===== config.mk =====
export PLATFORM = sky130hd
export DESIGN_NAME = reg_arb_flat
export DESIGN_NICKNAME = d
export VERILOG_FILES = /design/src/rtl/reg_arb_pkg.sv /design/src/rtl/reg_arb_if.sv /design/src/rtl/reg_arb_rr_pick.sv /design/src/rtl/reg_arb.sv /design/src/flat_wrapper.sv
export SDC_FILE = /design/constraint.sdc
export NUM_CORES = 1
export LEC_CHECK = 0
export BUFFER_PORTS_ARGS = -buffer_cell sky130_fd_sc_hd__buf_2
export CAP_MARGIN = 40
export CORE_MARGIN = 1
export CORE_UTILIZATION = 29
export CTS_BUF_LIST = sky130_fd_sc_hd__clkbuf_8
export DETAILED_ROUTE_END_ITERATION = 8
export SKIP_LAST_GASP = 1
export SLEW_MARGIN = 20
export SYNTH_ARGS = -nofsm -noshare
export SYNTH_HDL_FRONTEND = slang
export SYNTH_HIERARCHICAL = 1
export SYNTH_SLANG_ARGS = --single-unit

===== constraint.sdc =====
create_clock -name clk -period 1.4 [get_ports clk]
set_clock_uncertainty 0.05 [all_clocks]
set_input_delay 0.28 -clock clk [delete_from_list [all_inputs] [get_ports clk]]
set_output_delay 0.28 -clock clk [all_outputs]
set_load 0.005 [all_outputs]

===== src/rtl/reg_arb_pkg.sv =====
// Shared types and constants for the reg_arb register arbiter.
package reg_arb_pkg;

  typedef enum logic [1:0] {
    IDLE  = 2'd0,
    GRANT = 2'd1,
    WRITE = 2'd2
  } state_t;

  localparam int N_REQ_DEF = 4;
  localparam int DW_DEF    = 8;
  localparam int CNT_W     = 16;

  // Width of a requester index; never below one bit.
  function automatic int idx_w(input int n);
    return (n > 1) ? $clog2(n) : 1;
  endfunction

endpackage


===== src/rtl/reg_arb_if.sv =====
// Requester-side bus of the reg_arb arbiter: requests and data in, grant/ack/register out.
interface reg_arb_if
  import reg_arb_pkg::*;
#(
  parameter int N_REQ = N_REQ_DEF,
  parameter int DW    = DW_DEF
) ();

  logic [N_REQ-1:0]    req;
  logic [N_REQ*DW-1:0] wdata;
  logic [N_REQ-1:0]    gnt;
  logic [N_REQ-1:0]    ack;
  logic [DW-1:0]       q;
  logic                busy;
  logic [CNT_W-1:0]    wr_cnt;

  modport master (
    output req, wdata,
    input  gnt, ack, q, busy, wr_cnt
  );

  modport slave (
    input  req, wdata,
    output gnt, ack, q, busy, wr_cnt
  );

endinterface


===== src/rtl/reg_arb_rr_pick.sv =====
// Combinational round-robin picker: first active request after last_owner, wrapping modulo N_REQ.
module rr_pick
  import reg_arb_pkg::*;
#(
  parameter int N_REQ = N_REQ_DEF,
  localparam int IW   = idx_w(N_REQ)
) (
  input  logic [N_REQ-1:0] req,
  input  logic [IW-1:0]    last_owner,
  output logic [IW-1:0]    owner,
  output logic             valid
);

  int idx;

  always_comb begin
    owner = '0;
    valid = 1'b0;
    idx   = 0;
    for (int k = 1; k <= N_REQ; k++) begin
      idx = int'(last_owner) + k;
      if (idx >= N_REQ) idx = idx - N_REQ;
      if (!valid && req[IW'(idx)]) begin
        valid = 1'b1;
        owner = IW'(idx);
      end
    end
  end

endmodule


===== src/rtl/reg_arb.sv =====
// Round-robin arbiter guarding one shared register; one write per three cycles.
// Define REG_ARB_WCOUNT_EN to build the saturating completed-write counter on wr_cnt.
module reg_arb
  import reg_arb_pkg::*;
#(
  parameter int N_REQ = N_REQ_DEF,
  parameter int DW    = DW_DEF,
  localparam int IW   = idx_w(N_REQ)
) (
  input  logic     clk,
  input  logic     rstn,
  reg_arb_if.slave bus
);

  state_t            state, state_nxt;
  logic [IW-1:0]     owner, owner_nxt;
  logic [IW-1:0]     last_owner, last_nxt;
  logic [N_REQ-1:0]  gnt_r, gnt_nxt;
  logic [N_REQ-1:0]  ack_r, ack_nxt;
  logic [DW-1:0]     q_r, q_nxt;
  logic [IW-1:0]     pick_owner;
  logic              pick_vld;

  rr_pick #(.N_REQ(N_REQ)) u_pick (
    .req        (bus.req),
    .last_owner (last_owner),
    .owner      (pick_owner),
    .valid      (pick_vld)
  );

  always_ff @(posedge clk) begin
    if (!rstn) state <= IDLE;
    else       state <= state_nxt;
  end

  always_comb begin
    state_nxt = state;
    owner_nxt = owner;
    last_nxt  = last_owner;
    gnt_nxt   = '0;
    ack_nxt   = '0;
    q_nxt     = q_r;
    case (state)
      IDLE: begin
        if (pick_vld) begin
          owner_nxt           = pick_owner;
          gnt_nxt[pick_owner] = 1'b1;
          state_nxt           = GRANT;
        end
      end
      // A withdrawn request aborts: register and rotation pointer are left untouched.
      GRANT: begin
        if (bus.req[owner]) begin
          q_nxt          = bus.wdata[owner*DW +: DW];
          ack_nxt[owner] = 1'b1;
          last_nxt       = owner;
          state_nxt      = WRITE;
        end else begin
          state_nxt = IDLE;
        end
      end
      WRITE:   state_nxt = IDLE;
      default: state_nxt = IDLE;
    endcase
  end

  always_ff @(posedge clk) begin
    if (!rstn) begin
      owner      <= '0;
      last_owner <= IW'(N_REQ - 1);
      gnt_r      <= '0;
      ack_r      <= '0;
      q_r        <= '0;
    end else begin
      owner      <= owner_nxt;
      last_owner <= last_nxt;
      gnt_r      <= gnt_nxt;
      ack_r      <= ack_nxt;
      q_r        <= q_nxt;
    end
  end

  assign bus.gnt  = gnt_r;
  assign bus.ack  = ack_r;
  assign bus.q    = q_r;
  assign bus.busy = (state != IDLE);

`ifdef REG_ARB_WCOUNT_EN
  logic [CNT_W-1:0] wr_cnt_r;
  logic             wr_done;

  function automatic logic [CNT_W-1:0] sat_inc(input logic [CNT_W-1:0] v);
    return (&v) ? v : v + 1'b1;
  endfunction

  assign wr_done = (state == GRANT) && bus.req[owner];

  always_ff @(posedge clk) begin
    if (!rstn)        wr_cnt_r <= '0;
    else if (wr_done) wr_cnt_r <= sat_inc(wr_cnt_r);
  end

  assign bus.wr_cnt = wr_cnt_r;
`else
  assign bus.wr_cnt = '0;
`endif

endmodule

===== src/flat_wrapper.sv =====
// flat-port wrapper written by rule: the top's interface ports become plain ports
module reg_arb_flat import reg_arb_pkg::*;
#(
  parameter int N_REQ = N_REQ_DEF,
  parameter int DW    = DW_DEF,
  localparam int IW   = idx_w(N_REQ)
)
  (clk, rstn, bus_req, bus_wdata, bus_gnt, bus_ack, bus_q, bus_busy, bus_wr_cnt);
  reg_arb_if #(.N_REQ(N_REQ), .DW(DW)) bus_i ();
  input  logic clk;
  input  logic rstn;
  input wire logic [$bits(bus_i.req)-1:0] bus_req;
  input wire logic [$bits(bus_i.wdata)-1:0] bus_wdata;
  output wire logic [$bits(bus_i.gnt)-1:0] bus_gnt;
  output wire logic [$bits(bus_i.ack)-1:0] bus_ack;
  output wire logic [$bits(bus_i.q)-1:0] bus_q;
  output wire logic [$bits(bus_i.busy)-1:0] bus_busy;
  output wire logic [$bits(bus_i.wr_cnt)-1:0] bus_wr_cnt;
  assign bus_i.req = bus_req;
  assign bus_i.wdata = bus_wdata;
  assign bus_gnt = bus_i.gnt;
  assign bus_ack = bus_i.ack;
  assign bus_q = bus_i.q;
  assign bus_busy = bus_i.busy;
  assign bus_wr_cnt = bus_i.wr_cnt;
  reg_arb #(.N_REQ(N_REQ), .DW(DW)) u_core (.clk(clk), .rstn(rstn), .bus(bus_i));
endmodule

==> impl_metrics.csv <==
group,metric,value,unit
power_and_ir_drop,power,1.56,mW
grt,grt_usage,11.3,%
worst_setup_path,r2r_slack,-0.08,ns
worst_setup_path,reg2reg_to,"u_core/bus.q[2]",
sta,fin_crit_sh,106,%
clock_tree,cts_tree,"yes",
grt,antenna_found_initial,0,
placed_design,gp_congestion,0.759,
job,max-cap-violations,0,
sta,setup_ws,-0.0840,ns
worst_setup_path,crit_path_end,"u_core/bus.q[2]",
detailed_routing,drtIter0Drc,5,
clock_tree,clockBufferDepth,2,
die,die-height,67.3,um
logic_synthesis,synthXorXnorAreaFrac,0,%
detailed_routing,drc_errors,0,
power_and_ir_drop,power.leakage,0.788,nW
logic_synthesis,synth_compound_area_share,5.88,%
sta,final-setup-viol-count,9,
cells_and_area,final_nets,218,
grt,grt_start_max_net_pins,18,
logic_synthesis,yosysUniqueCellTypes,31,
sta,hold_violations,0,
die,start_util,30.4,%
cells_and_area,antenna_cells,0,
logic_synthesis,synth_cells,116,
detailed_routing,ant_nets,0,
worst_setup_path,arrival,1.59,ns
logic_synthesis,synthAdderAreaFrac,0,%
logic_synthesis,muxShareOfSynthArea,26.1,%
placed_design,dpl.hpwl,2.02,mm
logic_synthesis,synthSimpleGateAreaFrac,17.4,%
logic_synthesis,synth_top_family_by_area,"multiplexers",
grt,grt-ovfl-total,0,
power_and_ir_drop,ir_drop,0.000413,V
worst_setup_path,criticalPathCategory,"reg2reg",
logic_synthesis,syn_area_per_cell,10.6,um^2
sta,max_clock_freq,674,MHz
sta,rsz0062_at_grt,"yes",
worst_setup_path,worstSetupEndpointType,"flip-flop",
clock_tree,path_clk_slew,0.08,ns
cells_and_area,area_growth,31.9,%
power_and_ir_drop,p_per_area,956,mW/mm^2
min_path,hold_start,"rstn",
logic_synthesis,ys_ff_latch,22,
cells_and_area,final_cell_area,0.00163,mm^2
worst_setup_path,critPathMaxFanout,10,
clock_tree,cts_root_buffer,"clkbuf_8",
worst_setup_path,timing.rr.start,"u_core/state[1]",
worst_setup_path,slowest_delay,0.40,ns
worst_setup_path,critPathSlowestCell,"or3b_4",
worst_setup_path,r2r_cells,5,
grt,grt_pass1_wl,3.86,mm
sta,drv_slew,0,
detailed_routing,viasPerCell,4.45,
worst_setup_path,cp.required,1.50,ns
run_status,run_status,"finished with violations",
cells_and_area,drive_above_1_share,45.3,%
sta,holdWs,0.263,ns
sta,min_period,1.48,ns
detailed_routing,routed_wl,2.73,mm
die,io-pin-count,71,
placed_design,port_buffers,54,
cells_and_area,final_common_cell,"buf_2",
die,die_width,67.3,um
detailed_routing,vias,1020,
clock_tree,clock_sinks,22,
die,die_area,0.00452,mm^2
die,rows,23,
logic_synthesis,ys_warn_count,6,
cells_and_area,final_cell_mix,"buf_2 (54), dfxtp_1 (20), conb_1 (16)",
logic_synthesis,syn-cell-area,0.00123,mm^2
placed_design,postPlaceCellArea,0.00154,mm^2
logic_synthesis,yosysSeqAreaShare,35.7,%
clock_tree,clock_latency,0.26,ns
detailed_routing,dr.pass1.iters,4,
worst_setup_path,crit_start,"u_core/state[1]",
min_path,hold_class,"in2reg",
clock_tree,cts_buffers,3,
worst_setup_path,crit_path_start_kind,"flip-flop",
worst_setup_path,crit_chain,"or3b_4, o22ai_2, buf_12, mux2i_1, nor2b_1",
grt,grt_pass1_vias,920,
clock_tree,htree_levels,1,
run_status,violations,"negative setup slack",
detailed_routing,wl_per_cell,11.9,um
die,coreArea,0.00406,mm^2
metal layers:
metal  track usage [%]  wire, um  vias to the layer above
li1                  -         -                      499
met3              2.36       263                        2
met4              2.39         9                        0
met2              22.0      1330                       49
met1              12.3      1120                      470
met5                 0         0                        -
synth_stat cells:
cell type | instances | area, um^2
and4b_1 | 2 | 20.0
mux4_1 | 6 | 158
nor2_1 | 9 | 33.8
nor3b_1 | 1 | 7.51
clkbuf_1 | 1 | 3.75
buf_6 | 2 | 22.5
nor3_1 | 1 | 5.00
o221ai_2 | 1 | 15.0
nand2b_1 | 3 | 18.8
buf_2 | 1 | 5.00
o22ai_2 | 1 | 12.5
nand3_1 | 4 | 20.0
a31oi_1 | 1 | 6.26
inv_1 | 4 | 15.0
clkbuf_8 | 1 | 13.8
and2b_1 | 1 | 7.51
nand3b_1 | 1 | 7.51
o21ai_0 | 1 | 5.00
mux4_2 | 2 | 45.0
a21boi_0 | 2 | 15.0
a21oi_1 | 2 | 10.0
a21oi_2 | 1 | 8.76
or3b_1 | 1 | 8.76
buf_4 | 16 | 120
nor2b_1 | 8 | 50.1
and2_2 | 1 | 7.51
dfxtp_1 | 22 | 440
mux2i_1 | 12 | 120
and3_1 | 1 | 6.26
conb_1 | 1 | 3.75
nand2_1 | 6 | 22.5
registers in the layout, indices dropped and copies added (netlist names):
signal	count
u_core/bus.ack	4
u_core/bus.gnt	4
u_core/bus.q	8
u_core/last_owner	2
u_core/owner	2
u_core/state	2
area by class of cell:
| cell class | count | area (um^2) |
|---|---|---|
| fill | 412 | 2430 |
| multi-input combinational | 84 | 688 |
| sequential | 22 | 443 |
| timing repair buffer | 65 | 365 |
| tap | 50 | 62.6 |
| clock buffer | 4 | 55.1 |
| inverter | 4 | 15.0 |
worst min-delay path by stage:
stage / depth (start not counted) / to / slack [ns]
final: 2 / u_core/last_owner[1] / 0.26
after global routing: 2 / u_core/last_owner[1] / 0.27
after CTS: 2 / u_core/last_owner[1] / 0.26
after detailed placement: 2 / u_core/bus.q[7] / 0.45
after global placement: 2 / u_core/bus.q[7] / 0.44
after floorplan: 1 / u_core/bus.q[0] / 0.36
what timing repair did:
| item | 4_1_cts | 5_1_grt |
|---|---|---|
| setup endpoints to repair | 10 | 13 |
| setup buffers | 0 | 2 |
| hold buffers | 0 | 0 |
| hold endpoints to repair | 0 | 0 |
| pin swaps | 0 | 1 |
| gates cloned | 0 | 0 |
| gates resized for setup | 1 | 4 |
critical path, delay by kind of cell (launching register included):
kind	cells	cell delay, ns
compound gates	1	0.19
simple gates	2	0.46
mux	1	0.19
buf+inv	1	0.17
flops	1	0.33
cells by family after synthesis:
group                  after synthesis
muxes                               20
buffers and inverters               25
other                                1
AOI/OAI and AO/OA                    9
and+or+nand+nor                     39
DFF                                 22
per-stage QoR:
stage	utilization [%]	setup TNS, ns	worst slack (ns)	std cells
after global placement	38.0	-0.497	-0.0700	223
final	40.1	-0.692	-0.0840	229
after detailed placement	38.0	-0.559	-0.0711	223
after floorplan	-	-0.102	-0.0224	131
after CTS	39.4	-0.728	-0.0854	227
after global routing	40.1	-1.22	-0.159	229
report_power, final:
part	internal [mW]	leakage [nW]	switching (mW)	total (mW)
Clock	0.250	0.0288	0.194	0.444
Combinational	0.233	0.580	0.179	0.412
Sequential	0.671	0.179	0.0294	0.701
(Power assumes the default switching activity.)
